### src/rtl/ahb2apb_pkg.sv
// Shared types and constants for the AHB-to-APB bridge.
// Latency: n/a (types, codes and a constant-evaluable helper only).
// Backpressure: n/a.
package ahb2apb_pkg;

    typedef enum logic [2:0] {
        ST_IDLE   = 3'd0,
        ST_WDATA  = 3'd1,
        ST_SETUP  = 3'd2,
        ST_ACCESS = 3'd3,
        ST_ERR1   = 3'd4,
        ST_ERR2   = 3'd5
    } state_e;

    localparam logic [1:0] HTRANS_IDLE   = 2'd0;
    localparam logic [1:0] HTRANS_BUSY   = 2'd1;
    localparam logic [1:0] HTRANS_NONSEQ = 2'd2;
    localparam logic [1:0] HTRANS_SEQ    = 2'd3;

    localparam logic [2:0] HSIZE_BYTE  = 3'd0;
    localparam logic [2:0] HSIZE_HALF  = 3'd1;
    localparam logic [2:0] HSIZE_WORD  = 3'd2;
    localparam logic [2:0] HSIZE_DWORD = 3'd3;

    // Ceiling log2; clog2(1) = 0.
    function automatic int clog2(input int n);
        int r;
        r = 0;
        for (int v = n - 1; v > 0; v = v >> 1) begin
            r++;
        end
        return r;
    endfunction

endpackage

### src/rtl/ahb2apb_strb_gen.sv
// Byte-strobe generator and alignment checker for one AHB transfer.
// Latency: purely combinational.
// Backpressure: none.
// Ports: hsize_i (AHB Hsize), addr_lo_i (byte offset within the data bus),
//        strb_o (byte lanes touched), misaligned_o (offset not a multiple of size).
module ahb2apb_strb_gen
    import ahb2apb_pkg::*;
#(
    parameter int DATA_W = 32,
    localparam int STRB_W = DATA_W / 8,
    localparam int OFF_W  = clog2(STRB_W)
) (
    input  logic [2:0]        hsize_i,
    input  logic [OFF_W-1:0]  addr_lo_i,
    output logic [STRB_W-1:0] strb_o,
    output logic              misaligned_o
);

    always_comb begin
        strb_o       = '0;
        misaligned_o = 1'b0;
        case (hsize_i)
            HSIZE_BYTE: begin
                strb_o = STRB_W'(1) << addr_lo_i;
            end
            HSIZE_HALF: begin
                strb_o       = STRB_W'(2'b11) << addr_lo_i;
                misaligned_o = addr_lo_i[0];
            end
            HSIZE_WORD: begin
                strb_o       = STRB_W'(4'hF) << addr_lo_i;
                misaligned_o = |addr_lo_i[1:0];
            end
            HSIZE_DWORD: begin
                // Only meaningful on a 64-bit bus; the top rejects it otherwise.
                strb_o       = '1;
                misaligned_o = |addr_lo_i;
            end
            default: begin
                // Larger sizes never reach APB; leave strobes clear.
            end
        endcase
    end

endmodule

### src/rtl/ahb2apb_bridge_param.sv
// AHB-Lite slave to multi-slave APB bridge with error and timeout handling.
// Latency: read 3 cycles address->Hready_out, write 4 cycles (extra WDATA cycle).
// Backpressure: Hready_out low while the APB access is in flight; follows Pready in ACCESS.
// Ports: Hclk/Hreset (sync active-high); AHB side Hsel, Htrans, Haddr, Hwrite, Hsize,
//        Hwdata, Hready_in -> Hready_out, Hresp, Hrdata; APB side Psel (one-hot),
//        Penable, Paddr, Pwrite, Pwdata, Pstrb -> per-slave Prdata, Pready, Pslverr.
module ahb2apb_bridge_param
    import ahb2apb_pkg::*;
#(
    parameter int ADDR_W  = 32,
    parameter int DATA_W  = 32,
    parameter int NUM_SLV = 4,
    parameter int SEL_LSB = 12,
    parameter int TIMEOUT = 255
) (
    input  logic                      Hclk,
    input  logic                      Hreset,
    input  logic                      Hsel,
    input  logic [1:0]                Htrans,
    input  logic [ADDR_W-1:0]         Haddr,
    input  logic                      Hwrite,
    input  logic [2:0]                Hsize,
    input  logic [DATA_W-1:0]         Hwdata,
    input  logic                      Hready_in,
    output logic                      Hready_out,
    output logic                      Hresp,
    output logic [DATA_W-1:0]         Hrdata,
    output logic [NUM_SLV-1:0]        Psel,
    output logic                      Penable,
    output logic [ADDR_W-1:0]         Paddr,
    output logic                      Pwrite,
    output logic [DATA_W-1:0]         Pwdata,
    output logic [DATA_W/8-1:0]       Pstrb,
    input  logic [NUM_SLV*DATA_W-1:0] Prdata,
    input  logic [NUM_SLV-1:0]        Pready,
    input  logic [NUM_SLV-1:0]        Pslverr
);

    localparam int STRB_W = DATA_W / 8;
    localparam int OFF_W  = clog2(STRB_W);
    localparam int SEL_W  = clog2(NUM_SLV);
    localparam int IDX_W  = (SEL_W == 0) ? 1 : SEL_W;
    localparam int CNT_W  = (TIMEOUT == 0) ? 1 : clog2(TIMEOUT + 1);
    // Last counter value before the timeout fires: ACCESS lasts TIMEOUT cycles.
    localparam logic [CNT_W-1:0] CNT_LAST = CNT_W'((TIMEOUT == 0) ? 0 : TIMEOUT - 1);

    state_e              state_q;
    logic [NUM_SLV-1:0]  Psel_q;
    logic                Penable_q;
    logic [ADDR_W-1:0]   Paddr_q;
    logic                Pwrite_q;
    logic [DATA_W-1:0]   Pwdata_q;
    logic [STRB_W-1:0]   Pstrb_q;
    logic [IDX_W-1:0]    sel_q;
    logic [CNT_W-1:0]    cnt_q;

    logic [IDX_W-1:0]    idx_d;
    logic [STRB_W-1:0]   strb_d;
    logic                misaligned_d;
    logic                xfer_bad_d;
    logic                accept_d;
    logic                hready_d;
    logic [NUM_SLV-1:0]  psel_new_d;
    logic [NUM_SLV-1:0]  psel_reg_d;
    logic                pready_sel;
    logic                pslverr_sel;
    logic [DATA_W-1:0]   rdata_sel;
    logic                timeout_hit;

    generate
        if (SEL_W == 0) begin : g_one_slave
            assign idx_d = '0;
        end else begin : g_idx
            assign idx_d = Haddr[SEL_LSB +: IDX_W];
        end
    endgenerate

    ahb2apb_strb_gen #(
        .DATA_W (DATA_W)
    ) u_strb_gen (
        .hsize_i      (Hsize),
        .addr_lo_i    (Haddr[OFF_W-1:0]),
        .strb_o       (strb_d),
        .misaligned_o (misaligned_d)
    );

    // Decoded-but-unreachable slave, size wider than the bus, or misalignment
    // all bypass APB and go straight to the two-cycle error response.
    assign xfer_bad_d = ({1'b0, idx_d} >= (IDX_W + 1)'(NUM_SLV))
                      | (Hsize > 3'(OFF_W))
                      | misaligned_d;

    assign accept_d = Hsel & ((Htrans == HTRANS_NONSEQ) | (Htrans == HTRANS_SEQ))
                    & Hready_in & hready_d;

    assign psel_new_d = NUM_SLV'(1) << idx_d;
    assign psel_reg_d = NUM_SLV'(1) << sel_q;

    always_comb begin
        pready_sel  = 1'b0;
        pslverr_sel = 1'b0;
        rdata_sel   = '0;
        for (int i = 0; i < NUM_SLV; i++) begin
            if (sel_q == IDX_W'(i)) begin
                pready_sel  = Pready[i];
                pslverr_sel = Pslverr[i];
                rdata_sel   = Prdata[i*DATA_W +: DATA_W];
            end
        end
    end

    assign timeout_hit = (TIMEOUT != 0) && (cnt_q == CNT_LAST);

    always_comb begin
        hready_d = 1'b0;
        case (state_q)
            ST_IDLE:   hready_d = 1'b1;
            ST_ACCESS: hready_d = pready_sel & ~pslverr_sel;
            ST_ERR2:   hready_d = 1'b1;
            default:   hready_d = 1'b0;
        endcase
    end

    always_ff @(posedge Hclk) begin
        if (Hreset) begin
            state_q   <= ST_IDLE;
            Psel_q    <= '0;
            Penable_q <= 1'b0;
            Paddr_q   <= '0;
            Pwrite_q  <= 1'b0;
            Pwdata_q  <= '0;
            Pstrb_q   <= '0;
            sel_q     <= '0;
            cnt_q     <= '0;
        end else begin
            case (state_q)
                ST_WDATA: begin
                    Pwdata_q <= Hwdata;
                    Psel_q   <= psel_reg_d;
                    state_q  <= ST_SETUP;
                end
                ST_SETUP: begin
                    Penable_q <= 1'b1;
                    cnt_q     <= '0;
                    state_q   <= ST_ACCESS;
                end
                ST_ACCESS: begin
                    if (pready_sel) begin
                        Psel_q    <= '0;
                        Penable_q <= 1'b0;
                        state_q   <= pslverr_sel ? ST_ERR1 : ST_IDLE;
                    end else if (timeout_hit) begin
                        Psel_q    <= '0;
                        Penable_q <= 1'b0;
                        state_q   <= ST_ERR1;
                    end else begin
                        cnt_q <= cnt_q + 1'b1;
                    end
                end
                ST_ERR1: begin
                    state_q <= ST_ERR2;
                end
                default: begin
                    state_q <= ST_IDLE;
                end
            endcase

            // Acceptance only happens while Hready_out is high (IDLE, ERR2 or a
            // clean ACCESS completion), so it safely overrides the case above and
            // gives back-to-back transfers with no idle cycle.
            if (accept_d) begin
                Paddr_q  <= Haddr;
                Pwrite_q <= Hwrite;
                Pstrb_q  <= Hwrite ? strb_d : '0;
                sel_q    <= idx_d;
                if (xfer_bad_d) begin
                    state_q <= ST_ERR1;
                end else if (Hwrite) begin
                    state_q <= ST_WDATA;
                end else begin
                    Psel_q  <= psel_new_d;
                    state_q <= ST_SETUP;
                end
            end
        end
    end

    assign Hready_out = hready_d;
    assign Hresp      = (state_q == ST_ERR1) | (state_q == ST_ERR2);
    assign Hrdata     = (state_q == ST_ACCESS) ? rdata_sel : '0;
    assign Psel       = Psel_q;
    assign Penable    = Penable_q;
    assign Paddr      = Paddr_q;
    assign Pwrite     = Pwrite_q;
    assign Pwdata     = Pwdata_q;
    assign Pstrb      = Pstrb_q;

endmodule

### config.mk
export PLATFORM = sky130hd
export DESIGN_NAME = ahb2apb_bridge_param
export DESIGN_NICKNAME = d
export VERILOG_FILES = /design/src/rtl/ahb2apb_pkg.sv /design/src/rtl/ahb2apb_strb_gen.sv /design/src/rtl/ahb2apb_bridge_param.sv
export SDC_FILE = /design/constraint.sdc
export NUM_CORES = 1
export LEC_CHECK = 0
export CAP_MARGIN = 5
export CORE_AREA = 2 2 125 127
export CTS_CLUSTER_SIZE = 8
export DETAILED_ROUTE_END_ITERATION = 10
export DIE_AREA = 0 0 127 129
export HOLD_SLACK_MARGIN = 0.05
export PLACE_DENSITY_LB_ADDON = 0.08
export SYNTH_ARGS = -nofsm -noshare
export SYNTH_HDL_FRONTEND = slang
export SYNTH_SLANG_ARGS = --single-unit
### constraint.sdc
create_clock -name Hclk -period 3.6 [get_ports Hclk]
set_clock_uncertainty 0.1 [all_clocks]
set_input_delay 0.54 -clock Hclk [delete_from_list [all_inputs] [get_ports Hclk]]
set_output_delay 0.54 -clock Hclk [all_outputs]
set_load 0.02 [all_outputs]
* Word-level counts from Yosys, hierarchy flattened *
Index checks and enable logic that the tools add are counted.

storage, ports and cells
  register bits = 87
  output and inout port bits = 108
  word-level logic and storage cells = 87
  input bits = 210

operators by class
  shift-type cells = 5
  reductions and logical operators = 9
  $lt $le $gt $ge = 1
  equality and inequality tests = 18
  add/subtract/negate cells = 1
  bitwise gates (word level) = 8
  multiplexer cells = 36

operators by type and width
  operator             count
  $mux 32              5
  $mux 4               6
  $mux 8               2
  $pmux 4 s4           1
  $pmux 8 s2           1
  $mux 3               5
  $eq 3x2->1 const B   4
  $pmux 3 s4           1
  $shl 1x2->4 const A  3
  $mux 1               10
  $add 8x1->8 const B  1
  $eq 2x2->1 const B   4
  $eq 8x8->1 const B   1
  $pmux 4 s2           1
  $eq 3x1->1 const B   2
  $eq 3x3->1 const B   2
  $logic_not 3->1      2
  $pmux 1 s2           3
  $reduce_or 2->1      3
  $and 1x1->1          4
  $ne 2x2->1 const B   2
  $ne 4x4->1 const B   1
  $shl 2x2->4 const A  1
  $shl 4x2->4 const A  1
  10 further kinds     12

* Longest topological paths before layout *
Gate-level depths: netlist of run 1.

  depth after elaboration = 10
  mapped depth = 8

* Modules after synthesis *
Synthesis of run 1 repeated with hierarchy kept, for this count alone.

second synthesis, totals
  cells, all modules = 532
  area, all modules = 4,635.7 µm²

by module, submodules not included
  module                instances  area an instance (µm²)  cells an instance
  ahb2apb_bridge_param  1          4,545.6                 518
  ahb2apb_strb_gen      1          90.1                    14

* Least setup slack after synthesis of run 1 *
No wires, ideal clock.

  path kind = register to output
  start = register Paddr[12] (netlist name)
  end = output port Hrdata[10]
  required time = 2,960 ps
  arrival = 2,013 ps
  path buffers = 2
  stages on the path, launching flop included = 5
  path slack = 947 ps
  path through = dfxtp_1 > buf_1 > buf_2 > mux4_2 > nor2b_1

RTL lines
  element    line                        source
  to (decl)  ahb2apb_bridge_param.sv:27  output logic [DATA_W-1:0] Hrdata,

* Worst setup path in the final report of run 1 *
  start = register state_q[0]
  end = output port Hrdata[1]

between the ends
  word-level cells in the longest chain between the ends = 2

ends and longest elaborated chain
  element                 line                         source
  from (decl)             ahb2apb_bridge_param.sv:47   state_e state_q;
  from (signal assigned)  ahb2apb_bridge_param.sv:151  state_q <= pslverr_sel ? ST_ERR1 : ST_IDLE;
  $eq 3x2->1              ahb2apb_bridge_param.sv:190  assign Hrdata = (state_q == ST_ACCESS) ? rdata_sel : '0;
  $mux 32                 ahb2apb_bridge_param.sv:190

No other way between the ends.

==> results of run 1 <==
routing by layer:
metal	vias up	share of wire, %
met5	-	0
met2	183	50
li1	2391	-
met1	2359	40
met4	0	1.9
met3	22	7.8
synth_stat cells (3+ instances only):
master and n:
nand2_1 149, dfxtp_1 85, a21oi_1 84, nor2b_1 37, clkbuf_1 34, mux4_2 33
o21ai_1 8, nand3_1 7, nand2b_1 6, nor2_1 6, buf_2 5, o211ai_1 5
or3_1 5, mux2i_1 3, nand4b_1 3, nor3_1 3, o21ai_0 3, o31ai_1 3
or4_1 3
layout make-up:
cell class	count	area (µm²)
repair buffers	330	3280
multi-input cells	385	2530
clock inverters	3	47.5
clock buffers	11	233
inverters	2	7.51
flip-flops and latches	85	1700
fillers	1374	6940
well taps	188	235
worst max path at each step:
stage | from | endpoint | slack [ns] | cells past startpoint
final | state_q[0] | Hrdata[1] | 0.40 | 4
after global routing | state_q[0] | Hrdata[0] | 0.25 | 4
after CTS | state_q[0] | Hrdata[1] | 0.36 | 4
after detailed placement | Pready[2] | cnt_q[5] | 0.51 | 6
after global placement | Pready[2] | cnt_q[7] | 0.53 | 6
after floorplan | Paddr[12] | Hrdata[10] | 0.95 | 4
sequential cells by signal (all words and copies together), names as in the netlist:
name and count:
cnt_q 8, Pwdata 32, Pwrite 1, Pstrb 4, Penable 1, Paddr 32
state_q 3, Psel 4
critical path: cells and delay by family (launching register included):
family,cells,cell delay (ns)
buffers and inverters,2,1.10
flip-flops,1,0.42
AND/OR/NAND/NOR,2,0.70
stage by stage:
step | hold WS, ns | util (%) | setup slack, ns
final | 0.350 | 53.7 | 0.395
after global routing | 0.367 | 53.7 | 0.247
after CTS | 0.351 | 53.7 | 0.358
after detailed placement | 0.348 | 51.8 | 0.515
after global placement | 0.341 | 51.8 | 0.534
after floorplan | 0.352 | - | 0.947
cells by family (layout without fill, tap and decap cells):
family,after synthesis,after routing,share of synthesized area [%]
buffers and inverters,44,346,4.07
adders and majority gates,2,2,0.569
AOI/OAI and AO/OA,113,113,13.9
muxes,38,38,18.1
DFF,85,85,38.7
and+or+nand+nor,232,232,24.6
power breakdown:
part           switching, µW  total, µW  internal (µW)  leakage [µW]
registers               24.3       1000            979      0.000689
logic                    234        600            366       0.00182
clock network            363        897            534      0.000136
total                    621       2500           1880       0.00264
==> results.py, run 1 <==
metrics = {
    "clock_tree": {
        "clkSinkCount": 85,
        "cts_buffer_depth": 2,
        "cts_root_buffer": "clkbuf_16",
        "ctsHoldBuffers": 0,
        "cts.repair.resized": 0,
        "path_clk_slew_ns": 0.06,
        "tritoncts": "built",
        "clkLatencyLatePin_ns": 0.34,
        "numCtsBuffers": 9,
        "htreeDepth": 3,
        "post-cts-setup-buffers": 0,
    },
    "grt": {
        "grt_pass1_vias": 4962,
        "grt_pass1_wl_um": 26900,
        "grt-ovfl-total": 0,
        "use_met3_pct": 6.24,
        "grt_max_degree": 48,
        "antenna_found_initial": 0,
        "use_met2_pct": 36.7,
        "grt-busiest-layer": "met2",
        "track_usage_pct": 20.9,
        "met1_usage_pct": 24.6,
    },
    "sta": {
        "max_freq_mhz": 312,
        "tns_ns": 0,
        "worst_pin_slew_ns": 0.869,
        "fin_crit_sh_pct": 89.0,
        "grt_setup_unrepaired": "no",
        "maxSlewHeadroom_pct": 42.1,
        "slew_viol_final": 0,
        "finalSetupViolCount": 0,
        "min_period_ns": 3.20,
        "hold_violations": 0,
    },
    "final_layout": {
        "final_common_cell": "clkdlybuf4s50_1",
        "stdcell_count": 1004,
        "area_growth_pct": 82.8,
        "antenna_cells": 0,
        "final_cell_mix": "clkdlybuf4s50_1, nand2_1, a21oi_1",
        "drive_gt1_share_pct": 8.58,
        "design_area_um2": 8040,
        "fin_nets": 1025,
    },
    "floorplanning": {
        "ios": 318,
        "die-area_um2": 16400,
        "row_count": 45,
        "initial_core_util_pct": 29.4,
        "core-area_um2": 15000,
        "fp.dieW_um": 127,
        "fp.dieH_um": 129,
    },
    "worst_setup_path": {
        "cp-end-kind": "output port",
        "path_max_fanout": 28,
        "cp.required_ns": 2.96,
        "regToRegStartpoint": "Paddr[12]",
        "slowest_stage": "clkdlybuf4s50_1",
        "crit_path_start_kind": "flip-flop",
        "rr_worst_depth": 5,
        "reg2reg_to": "cnt_q[7]",
        "path_cells": "nand3b_1 -> buf_4 -> nor2b_1 -> clkdlybuf4s50_1",
        "worstSetupPathType": "reg -> out",
        "r2r_setup_slack_ns": 0.82,
        "worstPathArrival_ns": 2.56,
        "slowest_delay_ns": 0.67,
    },
    "logic_synthesis": {
        "async_flop_share_pct": 0,
        "ys_seq_area_share_pct": 38.7,
        "ys_ff_latch": 85,
        "synth_area_leader_cell": "dfxtp_1",
        "post_synth.cell_area_avg_um2": 8.55,
        "ys.flop_type": "dfxtp_1",
        "synth_edf_count": 0,
        "syn-instance-count": 514,
        "yosysWarnings": 0,
        "synth_area_um2": 4400,
        "yosysTopAreaCellShare_pct": 38.7,
        "synth_cell_types": 41,
        "synth_area_leaders": "dfxtp_1, mux4_2, nand2_1",
        "syn_nets": 726,
    },
    "outcome": {
        "status": "completed",
    },
    "power_and_ir_drop": {
        "p_leak_uw": 0.00264,
        "total_power_uw": 2500,
        "vdd_drop_max_mv": 0.253,
        "p_per_area_nw_per_um2": 311,
    },
    "hold_path": {
        "min-delay-start": "Pstrb[3]",
        "hold-path-cell-count": 2,
        "worst_hold_path.endpoint": "Pstrb[3]",
        "hold_path_class": "reg -> reg",
    },
    "placed_design": {
        "place_area_um2": 7760,
        "gp_congestion": 0.833,
        "dp_cells": 990,
        "io_buffer_count": 316,
        "hpwl_um": 13500,
    },
    "routing": {
        "post_drt_wl_per_cell_um": 17.3,
        "detail_route.iter0.violations": 178,
        "dr.pass1.iters": 4,
        "drcViolationCount": 0,
        "ant_nets": 0,
        "vias_per_cell": 4.94,
        "drt-total-wl_um": 17400,
        "vias": 4955,
    },
    "run": {
        "maxCapViolations": 0,
    },
}
No activity file was read; power rests on OpenSTA's default activity.
==> inputs of run 2 (changes only) <==
--- a/config.mk
+++ b/config.mk
@@ -12,6 +12,7 @@
 export DIE_AREA = 0 0 127 129
 export HOLD_SLACK_MARGIN = 0.05
 export PLACE_DENSITY_LB_ADDON = 0.08
+export SLEW_MARGIN = 0
 export SYNTH_ARGS = -nofsm -noshare
 export SYNTH_HDL_FRONTEND = slang
 export SYNTH_SLANG_ARGS = --single-unit
==> results of run 2 <==
Same layout as run 1: the final DEF is identical, and so are final timing and power.
==> inputs of run 3 (changes only) <==
==> constraint.sdc (replaced) <==
create_clock -name Hclk -period 3.6 [get_ports Hclk]
set_clock_uncertainty 0.1 [all_clocks]
set_input_delay 0.54 -clock Hclk [delete_from_list [all_inputs] [get_ports Hclk]]
set_output_delay 0.54 -clock Hclk [all_outputs]
set_load 0.1 [all_outputs]
==> run 3 against run 2 <==
Die area unchanged; final area grew 2.0%; sequential cell count unchanged; utilization rose by 1.1 points; via count down 2.0%; total power rose by 9.3%; sequential share of layout area down 0.41 points; count of clock-buffer cells in the layout increased by 1; worst hold slack better by 0.00089 ns; clock power fell by 2%; maximum frequency grew 8.1%; critical path depth is the same; largest cell class unchanged; highest routed layer unchanged.
==> results.py, run 3 (synthesized netlist as in run 1, its figures left out) <==
metrics = {
    "final_layout": {
        "design_area_um2": 8200,
        "final_cell_mix": "clkdlybuf4s50_1, nand2_1, a21oi_1",
        "area_growth_pct": 86.4,
        "antenna_cells": 0,
        "drive_gt1_share_pct": 16.3,
        "fin_nets": 1020,
        "final_common_cell": "clkdlybuf4s50_1",
        "fillCellCount": 1358,
    },
    "clock_tree": {
        "ctsHoldBuffers": 0,
        "tritoncts": "built",
        "path_clk_slew_ns": 0.06,
        "numCtsBuffers": 9,
        "cts.repair.resized": 0,
        "htreeDepth": 3,
        "cts_root_buffer": "clkbuf_16",
        "clkLatencyLatePin_ns": 0.33,
        "post-cts-setup-buffers": 0,
        "cts_buffer_depth": 2,
        "clkSinkCount": 85,
    },
    "sta": {
        "hold_violations": 0,
        "holdWs_ns": 0.351,
        "max_freq_mhz": 337,
        "min_period_ns": 2.97,
        "finalSetupViolCount": 0,
        "slew_viol_final": 0,
        "fin_crit_sh_pct": 82.4,
        "maxSlewHeadroom_pct": 30.6,
        "grt_setup_unrepaired": "no",
        "worst_pin_slew_ns": 1.04,
    },
    "worst_setup_path": {
        "cp-end-kind": "output port",
        "worstSetupPathType": "reg -> out",
        "path_max_fanout": 16,
        "worstPathArrival_ns": 2.33,
        "cp.required_ns": 2.96,
        "crit_path_start_kind": "flip-flop",
    },
    "routing": {
        "drcViolationCount": 0,
        "dr.pass1.iters": 6,
        "vias": 4855,
        "vias_per_cell": 4.86,
        "post_drt_wl_per_cell_um": 16.9,
        "detail_route.iter0.violations": 157,
        "ant_nets": 0,
        "drt-total-wl_um": 16900,
    },
    "grt": {
        "grt_pass1_vias": 4741,
        "grt_pass1_wl_um": 25000,
        "track_usage_pct": 19.3,
        "grt_max_degree": 44,
        "grt-ovfl-total": 0,
        "antenna_found_initial": 0,
    },
    "power_and_ir_drop": {
        "p_leak_uw": 0.00281,
        "vdd_drop_max_mv": 0.268,
        "power_frac_clock_pct": 32.3,
        "p_sw_uw": 829,
        "power_frac_seq_pct": 36.8,
        "switching_share_pct": 30.4,
        "p_int_uw": 1900,
        "p_per_area_nw_per_um2": 333,
        "p_comb_share_pct": 30.9,
    },
    "floorplanning": {
        "fp.dieW_um": 127,
        "row_count": 45,
        "fp.dieH_um": 129,
        "core-area_um2": 15000,
        "initial_core_util_pct": 29.4,
        "die-area_um2": 16400,
        "ios": 318,
    },
    "placed_design": {
        "io_buffer_count": 316,
        "gp_congestion": 0.869,
        "hpwl_um": 13300,
        "place_area_um2": 7920,
    },
    "run": {
        "maxCapViolations": 0,
    },
    "hold_path": {
        "hold_path_class": "reg -> reg",
    },
    "outcome": {
        "status": "completed",
    },
}
[run 3: changes by cell type in the layout (fill, tap and decap cells not counted)]
cell,change
nor2b_2,+13
clkdlybuf4s50_1,-36
inv_6,-1
clkinv_2,+1
clkinv_4,-1
nor2b_4,+19
buf_12,+9
o31a_2,-1
o31a_1,+1
buf_4,+22
clkbuf_8,+1
nor2b_1,-32
[run 3: worst max-delay path: stages, from the launching register on]
cell and delay, ns:
dfxtp_2 0.58, mux2_2 0.40, nor4_1 0.58, or3_1 0.25, buf_12 0.18
[run 3: worst paths after layout]
check            start    endpoint  slack [ns]  depth (start not counted)
max          Paddr[13]  Hready_out        0.63                          4
min           Pstrb[0]    Pstrb[0]        0.35                          2
max reg2reg  Paddr[13]  state_q[0]        0.93                          6
min reg2reg   Pstrb[0]    Pstrb[0]        0.35                          2
[run 3: cell type report]
class	count	area, µm²	share of cell area, %
Clock buffer	12	246	3.01
Clock inverter	2	35.0	0.427
Inverter	2	7.51	0.0916
Multi-Input combinational cell	385	2710	33.0
Sequential cell	85	1700	20.8
Tap cell	188	235	2.87
Timing Repair Buffer	325	3260	39.8
[run 3: layer usage]
| layer | part of all wire [%] | track usage [%] | wire length (µm) | up-vias |
|---|---|---|---|---|
| li1 | - | - | - | 2380 |
| met1 | 39 | 21.2 | 6520 | 2284 |
| met2 | 52 | 36.1 | 8730 | 178 |
| met3 | 8.8 | 6.57 | 1480 | 13 |
| met4 | 1.1 | 4.59 | 178 | 0 |
| met5 | 0 | 0 | 0 | - |
[run 3: power groups by stage]
stage / combinational [µW] / clock, µW / sequential, µW
final: 845 / 883 / 1000
after global placement: 840 / 0 / 1020
after detailed placement: 849 / 0 / 1020
after floorplan: 249 / 0 / 1270
after global routing: 886 / 948 / 1010
after CTS: 852 / 914 / 1000
[run 3: through the flow]
stage          power, µW  util (%)  TNS [ns]  setup WS (ns)  cells
6_report            2730      54.7         0          0.634    999
2_1_floorplan       1510         -   -0.0472        -0.0472    514
4_1_cts             2770      54.7         0          0.607    999
3_3_place_gp        1860      52.8         0          0.550    985
5_1_grt             2840      54.7         0          0.502    999
3_5_place_dp        1870      52.8         0          0.537    985
